## src/rtl/sad_pkg.sv

```systemverilog
// Shared constants for the SAD processor: image geometry, coordinate widths
// and the frame sequencer's state codes.
package sad_pkg;

  function automatic int calc_frame_bytes(input int w, input int h, input int ppb);
    return (w * h) / ppb;
  endfunction

  localparam int IMG_W        = 640;
  localparam int IMG_H        = 480;
  localparam int PIX_PER_BYTE = 8;
  localparam int FRAME_BYTES  = calc_frame_bytes(IMG_W, IMG_H, PIX_PER_BYTE);

  localparam int X_W = 10;
  localparam int Y_W = 9;

  localparam logic [1:0] ST_IDLE   = 2'd0;
  localparam logic [1:0] ST_LOAD   = 2'd1;
  localparam logic [1:0] ST_SEARCH = 2'd2;
  localparam logic [1:0] ST_REPORT = 2'd3;

endpackage

```

## src/rtl/sad_rise_detect.sv

```systemverilog
// Registered rising-edge detector: one-cycle strobe on the first cycle a level
// is seen high, no matter how long it stays high.
module sad_rise_detect (
  input  logic clock,
  input  logic reset,
  input  logic level,
  output logic rise
);

  logic prev;

  always_ff @(posedge clock or negedge reset) begin
    if (!reset) prev <= 1'b0;
    else        prev <= level;
  end

  assign rise = level & ~prev;

endmodule

```

## src/rtl/sad_frame_sequencer.sv

```systemverilog
// Frame sequencer: loads the received image into the frame buffer, kicks off
// the SAD search and holds the best-match coordinate until it has been sent.
module sad_frame_sequencer
  import sad_pkg::X_W, sad_pkg::Y_W;
#(
  parameter int IMG_W        = sad_pkg::IMG_W,
  parameter int IMG_H        = sad_pkg::IMG_H,
  parameter int PIX_PER_BYTE = sad_pkg::PIX_PER_BYTE,
  parameter int ADDR_W       = 16
) (
  input  logic              clock,
  input  logic              reset,
  input  logic              UARTstart,
  input  logic              UARTready,
  input  logic [7:0]        data_in,
  input  logic              UARTsendComplete,
  output logic              wr_en,
  output logic [ADDR_W-1:0] wr_addr,
  output logic [7:0]        wr_data,
  output logic              sad_start,
  input  logic              sad_done,
  input  logic [X_W-1:0]    sad_x,
  input  logic [Y_W-1:0]    sad_y,
  output logic              valid_out,
  output logic [X_W-1:0]    x_out,
  output logic [Y_W-1:0]    y_out,
  output logic              busy
);

  import sad_pkg::ST_IDLE;
  import sad_pkg::ST_LOAD;
  import sad_pkg::ST_SEARCH;
  import sad_pkg::ST_REPORT;
  import sad_pkg::calc_frame_bytes;

  localparam int FRAME_BYTES = calc_frame_bytes(IMG_W, IMG_H, PIX_PER_BYTE);
  // One spare bit so the counter can sit at FRAME_BYTES without wrapping.
  localparam int CNT_W = ADDR_W + 1;
  localparam logic [CNT_W-1:0] FULL_CNT = CNT_W'(FRAME_BYTES);

  logic [1:0]       state;
  logic [CNT_W-1:0] count;
  logic             byte_rise;

  sad_rise_detect u_rise (
    .clock (clock),
    .reset (reset),
    .level (UARTready),
    .rise  (byte_rise)
  );

  always_ff @(posedge clock or negedge reset) begin
    if (!reset) begin
      state     <= ST_IDLE;
      count     <= '0;
      wr_en     <= 1'b0;
      wr_addr   <= '0;
      wr_data   <= '0;
      sad_start <= 1'b0;
      valid_out <= 1'b0;
      x_out     <= '0;
      y_out     <= '0;
    end else begin
      wr_en     <= 1'b0;
      sad_start <= 1'b0;
      case (state)
        ST_IDLE: begin
          if (UARTstart) begin
            state <= ST_LOAD;
            count <= '0;
          end
        end
        // A start strobe restarts the frame and swallows any byte arriving with it.
        ST_LOAD: begin
          if (UARTstart) begin
            count <= '0;
          end else if (count == FULL_CNT) begin
            state     <= ST_SEARCH;
            sad_start <= 1'b1;
          end else if (byte_rise) begin
            wr_en   <= 1'b1;
            wr_addr <= count[ADDR_W-1:0];
            wr_data <= data_in;
            count   <= count + CNT_W'(1);
          end
        end
        ST_SEARCH: begin
          if (sad_done) begin
            x_out     <= sad_x;
            y_out     <= sad_y;
            valid_out <= 1'b1;
            state     <= ST_REPORT;
          end
        end
        ST_REPORT: begin
          if (UARTsendComplete) begin
            valid_out <= 1'b0;
            state     <= ST_IDLE;
          end
        end
        default: state <= ST_IDLE;
      endcase
    end
  end

  assign busy = (state != ST_IDLE);

endmodule
```

## config.mk

```make
export PLATFORM = sky130hd
export DESIGN_NAME = sad_frame_sequencer
export DESIGN_NICKNAME = d
export VERILOG_FILES = /design/src/rtl/sad_pkg.sv /design/src/rtl/sad_rise_detect.sv /design/src/rtl/sad_frame_sequencer.sv
export SDC_FILE = /design/constraint.sdc
export NUM_CORES = 1
export LEC_CHECK = 0
export ABC_AREA = 1
export ABC_CLOCK_PERIOD_IN_PS = 1800
export CAP_MARGIN = 5
export CELL_PAD_IN_SITES_DETAIL_PLACEMENT = 0
export CELL_PAD_IN_SITES_GLOBAL_PLACEMENT = 1
export CORE_ASPECT_RATIO = 0.6
export CORE_MARGIN = 10
export CORE_UTILIZATION = 37
export DETAILED_ROUTE_END_ITERATION = 12
export HOLD_SLACK_MARGIN = 0.03
export PLACE_DENSITY = 0.9
export SETUP_SLACK_MARGIN = 0.1
export SLEW_MARGIN = 10
export SYNTH_ARGS = -nofsm -noshare
export SYNTH_HDL_FRONTEND = slang
export SYNTH_HIERARCHICAL = 1
export SYNTH_SLANG_ARGS = --single-unit
```

## constraint.sdc

```tcl
create_clock -name clock -period 1.8 [get_ports clock]
set_input_delay 0.36 -clock clock [delete_from_list [all_inputs] [get_ports clock]]
set_output_delay 0.36 -clock clock [all_outputs]
set_load 0.01 [all_outputs]
```

==> metrics.txt <==
# TYPE chip_impl_metric gauge
chip_impl_metric{name="dr_wl_met2",unit="um"} 4230
chip_impl_info{name="critical_path.reg2reg.startpoint",value="state[0]"} 1
chip_impl_metric{name="detail_route.wirelength",unit="um"} 9410
chip_impl_metric{name="finalSetupViolCount",unit=""} 0
chip_impl_metric{name="routabilityCongestion",unit=""} 0.907
chip_impl_metric{name="synthArstFlopShare",unit=""} 1.00
chip_impl_metric{name="critical_path_peak_fanout",unit=""} 4
chip_impl_metric{name="share_clk_of_total_power",unit=""} 0.293
chip_impl_metric{name="via_count",unit=""} 2865
chip_impl_metric{name="postLayoutSetupSlackWorst",unit="ps"} 160
chip_impl_info{name="post_synth_most_frequent_cells",value="nand2_1 (105), dfrtp_1 (66), nor2_1 (31), inv_1 (30), nand3_1 (22)"} 1
chip_impl_metric{name="power.sequential.fraction",unit=""} 0.319
chip_impl_metric{name="wl_met3",unit="um"} 699
chip_impl_metric{name="antennaDiodeCount",unit=""} 0
chip_impl_metric{name="place_ws",unit="ps"} -148
chip_impl_metric{name="postRouteAntennaNets",unit=""} 0
chip_impl_metric{name="total_leakage_power",unit="nW"} 2.13
chip_impl_metric{name="avgSynthCellArea",unit="sq um"} 9.15
chip_impl_metric{name="fillCellCount",unit=""} 753
chip_impl_metric{name="first_global_vias",unit=""} 2933
chip_impl_info{name="path_class",value="reg2out"} 1
chip_impl_metric{name="fmax",unit="MHz"} 610
chip_impl_metric{name="route.detailed.vias_per_inst",unit=""} 4.86
chip_impl_metric{name="multi_input_combinational_cell_area",unit="sq mm"} 0.00149
chip_impl_metric{name="initial_core_util",unit=""} 0.387
chip_impl_info{name="outcome",value="finished, final reports clean"} 1
chip_impl_metric{name="fin_worst_skew",unit="ps"} 5.16
chip_impl_metric{name="fin_worst_hold_slack",unit="ps"} 17.2
chip_impl_metric{name="synthesis.instances",unit=""} 366
chip_impl_metric{name="worst_pin_slew",unit="ps"} 364
chip_impl_metric{name="tns",unit="ps"} 0
chip_impl_metric{name="detail_route.first_pass.iterations",unit=""} 5
chip_impl_metric{name="grt_start_max_net_pins",unit=""} 67
chip_impl_metric{name="drive_above_1_share",unit=""} 0.251
chip_impl_metric{name="internal_power",unit="mW"} 4.49
chip_impl_metric{name="floorplan_die_width",unit="um"} 143
chip_impl_info{name="hold_path_class",value="in2async"} 1
chip_impl_metric{name="vdd_drop_max",unit="uV"} 746
chip_impl_metric{name="synth.lib_cells_used.distinct",unit=""} 32
chip_impl_metric{name="post_syn_nets",unit=""} 405
chip_impl_metric{name="number_of_ports_placed_on_the_die_boundary",unit=""} 80
chip_impl_info{name="most_used_standard_cell_by_instance_count_after_synthesis",value="nand2_1"} 1
chip_impl_metric{name="std_cell_rows",unit=""} 26
chip_impl_metric{name="initialDrtViolationCount",unit=""} 189
chip_impl_metric{name="p_comb_frac",unit=""} 0.388
chip_impl_metric{name="clock_latency_on_the_worst_skew_pair",unit="ps"} 340
chip_impl_metric{name="grt_remaining_overflow",unit=""} 0
chip_impl_metric{name="detail_route.drc_violations",unit=""} 0
chip_impl_metric{name="switching_power",unit="mW"} 2.10
chip_impl_metric{name="register_area",unit="sq mm"} 0.00166
chip_impl_info{name="synth_area_leader_cell",value="dfrtp_1"} 1
chip_impl_metric{name="cts_hold_buffers",unit=""} 0
chip_impl_metric{name="numPortBuffers",unit=""} 79
chip_impl_metric{name="synth-warning-count",unit=""} 6
chip_impl_metric{name="clkSlewWorstSetupHoldPaths",unit="ps"} 60
chip_impl_metric{name="place.detailed.hpwl",unit="um"} 7060
chip_impl_metric{name="maxCapViolCount",unit=""} 0
chip_impl_metric{name="die-area",unit="sq mm"} 0.0134
chip_impl_metric{name="globalRouteTotalUtil",unit=""} 0.145
chip_impl_metric{name="htree_num_levels",unit=""} 3
chip_impl_metric{name="tritoncts.num_buffers",unit=""} 9
chip_impl_metric{name="period_minus_slack",unit="ps"} 1640
chip_impl_info{name="highest_layer_used_for_signal_routing",value="met4"} 1
chip_impl_info{name="netlist_top_cells_area",value="dfrtp_1 (49%), nand2_1 (12%), mux2_2 (6.4%)"} 1
chip_impl_metric{name="clkSinkCount",unit=""} 66
chip_impl_metric{name="synth.yosys.seq_area_share",unit=""} 0.493
chip_impl_info{name="synth_ff_type",value="dfrtp_1"} 1
chip_impl_metric{name="antenna_found_initial",unit=""} 0
chip_impl_metric{name="netlist.area_leader.share",unit=""} 0.493
chip_impl_info{name="cts_root_buf",value="clkbuf_16"} 1
chip_impl_metric{name="crit_required",unit="ps"} 1440
chip_impl_metric{name="core_area",unit="sq mm"} 0.00865
chip_impl_metric{name="finalNetCount",unit=""} 512
chip_impl_metric{name="drv_slew",unit=""} 0
chip_impl_info{name="startpoint",value="state[0]"} 1
chip_impl_metric{name="post_synth_instance_area",unit="sq mm"} 0.00335
chip_impl_metric{name="wl_per_cell",unit="um"} 16.0
chip_impl_metric{name="area_growth_syn_to_layout",unit="%"} 43.6
chip_impl_info{name="endpoint_kind",value="output pin"} 1
chip_impl_metric{name="hold_violations",unit=""} 0
chip_impl_info{name="cts_tree",value="built"} 1
chip_impl_metric{name="sw_frac",unit=""} 0.318
chip_impl_metric{name="timing.final.crit_share",unit=""} 0.911
chip_impl_metric{name="critPathArrivalTime",unit="ps"} 1280
chip_impl_metric{name="grt_pass1_wl",unit="um"} 15200
chip_impl_metric{name="timing.max_slew.rel_slack",unit=""} 0.757
chip_impl_metric{name="synth-seq-cells",unit=""} 66
chip_impl_metric{name="die-height",unit="um"} 93.7
chip_impl_metric{name="wl_met1",unit="um"} 4380
chip_impl_metric{name="number_of_flops_mapped_to_enable_cells_by_yosys",unit=""} 0
chip_impl_info{name="critPathLaunchType",value="flop"} 1
chip_impl_info{name="rsz0062_at_grt",value="true"} 1
chip_impl_metric{name="clock_buffer_depth",unit=""} 2
chip_impl_metric{name="power_density",unit="mW/mm^2"} 1370
critical path, cell delays in order, from the launching register on:
cell and delay [ps]:
dfrtp_1 410, inv_2 100, ha_4 160, inv_1 50
clkdlybuf4s15_1 230
through the flow:
stage / total power [mW] / cell area (sq um) / util / instances
final: 6.59 / 4810 / 0.556 / 590
after detailed placement: 4.54 / 4350 / 0.503 / 566
after global placement: 4.47 / 4350 / 0.503 / 566
after global routing: 7.00 / 4810 / 0.556 / 590
after CTS: 6.55 / 4710 / 0.544 / 584
after floorplan: 3.34 / 3350 / - / 366
flip-flops by register name, indices dropped and copies added (netlist names):
name,cells
count,17
wr_data,8
x_out,10
sad_start,1
wr_addr,16
u_rise/prev,1
valid_out,1
y_out,9
state,2
wr_en,1
worst paths after layout:
kind                            slack [ps]          to  depth (start not counted)
min in group clock                     480  wr_addr[1]                          2
worst max register to register         180    x_out[9]                          6
worst min register to register         480  wr_addr[1]                          2
worst max-delay path                   160        busy                          4
worst min-delay path                    20  wr_addr[4]                          2
max in group asynchronous             1450    count[8]                          2
routing by layer:
layer,global-route usage,up-vias
met5,0,-
met4,0.0521,0
met3,0.0470,16
met2,0.222,96
met1,0.188,1355
li1,-,1398
what timing repair did:
action	CTS	global route
endpoints found under the hold margin	0	0
gates resized for setup	5	22
setup buffers	2	5
pin swaps	0	2
cloned	0	1
setup endpoints to repair	3	45
logic make-up (layout without fill, tap and decap cells):
family,count (synthesis),count (layout),share of synthesized area
AO/OA/AOI/OAI,32,32,0.0594
XOR/XNOR,1,1,0.00262
buffers and inverters,47,159,0.0784
flip-flops,66,66,0.493
multiplexers,19,19,0.0639
AND/OR/NAND/NOR,195,195,0.280
adder cells (fa/ha/maj),6,6,0.0224
cell type report:
| type | instances | share of cell area |
|---|---|---|
| clock buffer | 9 | 0.0468 |
| inverter | 33 | 0.0286 |
| multi-input combinational | 253 | 0.310 |
| timing repair buffer | 109 | 0.218 |
| timing repair inverter | 1 | 0.00156 |
| tap | 112 | 0.0291 |
| sequential | 66 | 0.345 |
| clock inverter | 7 | 0.0213 |
placed cells by master (no fill, tap or decap), drive strengths merged:
| cell type | count |
|---|---|
| nand2 | 109 |
| clkdlybuf4s50 | 77 |
| dfrtp | 66 |
| nor2 | 42 |
| inv | 33 |
| buf | 31 |
| nand3 | 29 |
| o21ai | 29 |
| mux2 | 19 |
| nand4 | 12 |
| clkbuf | 9 |
| ha | 6 |
| clkinv | 4 |
| clkinvlp | 2 |
| bufinv | 2 |
| o22ai | 2 |
| or2 | 1 |
| nor3b | 1 |
| nor3 | 1 |
| xor2 | 1 |
| a21oi | 1 |
| clkdlybuf4s15 | 1 |
power groups by stage:
stage,Sequential [mW],Clock (mW),Combinational [mW]
after floorplan,2.28,0,1.05
after global placement,2.09,0,2.37
after detailed placement,2.12,0,2.42
after CTS,2.11,1.96,2.48
after global routing,2.16,2.04,2.80
final,2.10,1.93,2.56
(Power assumes the default switching activity.)
==> edit, RTL diff (config.mk and constraints unchanged) <==
Make the reset (`reset`) synchronous in 2 clocked blocks.
--- a/src/rtl/sad_rise_detect.sv
+++ b/src/rtl/sad_rise_detect.sv
@@ -11,3 +11,3 @@
 
-  always_ff @(posedge clock or negedge reset) begin
+  always_ff @(posedge clock) begin
     if (!reset) prev <= 1'b0;
--- a/src/rtl/sad_frame_sequencer.sv
+++ b/src/rtl/sad_frame_sequencer.sv
@@ -51,3 +51,3 @@
 
-  always_ff @(posedge clock or negedge reset) begin
+  always_ff @(posedge clock) begin
     if (!reset) begin
Function: differs if reset is asserted again (counterexample within 4 cycles, from zero or initial values and one cycle with reset low); with reset held inactive, the same outputs for 10 cycles.
==> edit against the original RTL <==
- worst setup slack better by 28 ps
- critical path type is now register to register
- final area is 5.5% lower
- final cell count increased by 13%
- hold slack improved by 440 ps
- synthesized cell count rose by 25%
- clock power down 10%
- sequential cell count is the same
- total power down 20%
- largest power group is now registers
- count of clock-buffer cells in the layout stayed put
- wire length increased by 2.6%
- area after synthesis decreased by 7.2%
==> edit: results (changes against the original RTL) <==
* CTS resizes at 4 (-1)
* CP arrival at 1870 ps (+590 ps)
* Logic pwr share at 0.319 (-0.069)
* Post-synthesis adder-cell area fraction at 0.0242 (+0.00174)
* Clock-net power at 1.73 mW (-10%)
* Main synth FF type: dfxtp_1
* VDD IR-drop max at 0.000479 V (-36%)
* First-pass GRT wire length at 15.4 mm (+1.5%)
* Seq/Total Area, Yosys at 0.425 (-0.0680)
* Largest net degree at the start of global routing at 41 (-39%)
* Hold crit path type: register to register
* Clock Path Buffers at 2 (unchanged)
* Setup Buffers After CTS at 0 (-2)
* Yosys warns at 6 (unchanged)
* CP max stage delay at 340 ps (-70 ps)
* DRC marker count from the first detailed-route iteration at 306 (+62%)
* Post-synthesis mux area share at 0 (-0.0639)
* Leakage at 1.77 nW (-17%)
* Post-synthesis xor/xnor area fraction at 0 (-0.00261)
* Family with the most delay on the worst path: buffers and inverters
* Status: complete, no violations
* Commonest cells in the netlist: nand2_1 (94), nor2_1 (91), dfxtp_1 (66), nand3_1 (48), inv_1 (44)
* Routability cong. at 0.965 (+6.4%)
* Final net count at 592 (+16%)
* Layout cell share with drive strength beyond 1 at 0.127 (-0.124)
* Synth Area in Compound Gates at 0.107 (+0.0473)
* Slowest-stage cell, CP: dfxtp_2
* Area Growth Syn to Fin at 46.2%
* Yosys cell types at 23 (-28%)
* Measured slew at the worst slew-check pin at 385 ps (+21.1 ps)
* Top flop regs: count x17, wr_addr x16, x_out x10
* Post-Place Setup Slack at -67.1 ps (+81.3 ps)
* Vias per cell at 4.83 (-0.47%)
* Top cells by area, synth: dfxtp_1 (43%), nand2_1 (11%), nor2_1 (11%), nand3_1 (7.7%), inv_1 (5.3%)
* Mapped Area at 3110 um2 (-7.2%)
* Tot GR Track Use at 0.145 (-0.000272)
* Number of H-tree levels at 3 (unchanged)
* Antenna violations before repair at 0 (unchanged)
* Ys async rst share at 0 (-1.00)
* Fin Clk Skew at 6.68 ps (+1.52 ps)
* Synthesized Nets at 496 (+22%)
* First-pass iteration count of the detailed router at 5 (unchanged)
* Worst R2R Setup Slack at 190 ps
* Vias in the first global route at 3,017 (+2.9%)
* Placed instance area at 4070 um2 (-6.5%)
* Ant. Diodes at 0 (unchanged)
* Max Clock Freq at 620 MHz (+1.7%)
* Hold_ws at 457 ps (+440 ps)
* Routed len/inst at 14.5 um (-9.1%)
* Switch share at 0.330 (+0.0122)
* Peak fanout along the critical path at 6 (+2)
* Hpwl dp at 6.86 mm (-2.8%)
-- edit: cell type report --
cell class	instances	area, um2
fill	811	3460
multi-input combinational	322	1520
sequential	66	1330
timing repair buffer	105	1070
clock buffer	9	225
inverter	49	191
tap	108	135
clock inverter	7	70.1
-- edit: worst min-delay path, delay by kind of cell (launching register included) --
family	cells	cell delay [ps]
compound gates	1	50
simple gates	1	60
flops	1	300
-- edit: worst paths after layout --
path                            startpoint           to  cells after the start
worst max-delay path              state[1]  wr_addr[12]                      9
worst min-delay path            wr_addr[8]   wr_addr[8]                      2
worst max register to register    state[1]  wr_addr[12]                      9
worst min register to register  wr_addr[8]   wr_addr[8]                      2
-- edit: metrics by stage --
step                      cells  power (mW)
after floorplan             457        2.72
after global placement      642        3.31
after detailed placement    642        3.33
after CTS                   658        5.08
after global routing        666        5.56
final                       666        5.24
-- edit: routing by layer --
layer,global-route usage,share of wire
met1,0.199,0.48
met2,0.210,0.43
met3,0.0520,0.081
met4,0.0297,0.0060
met5,0,0
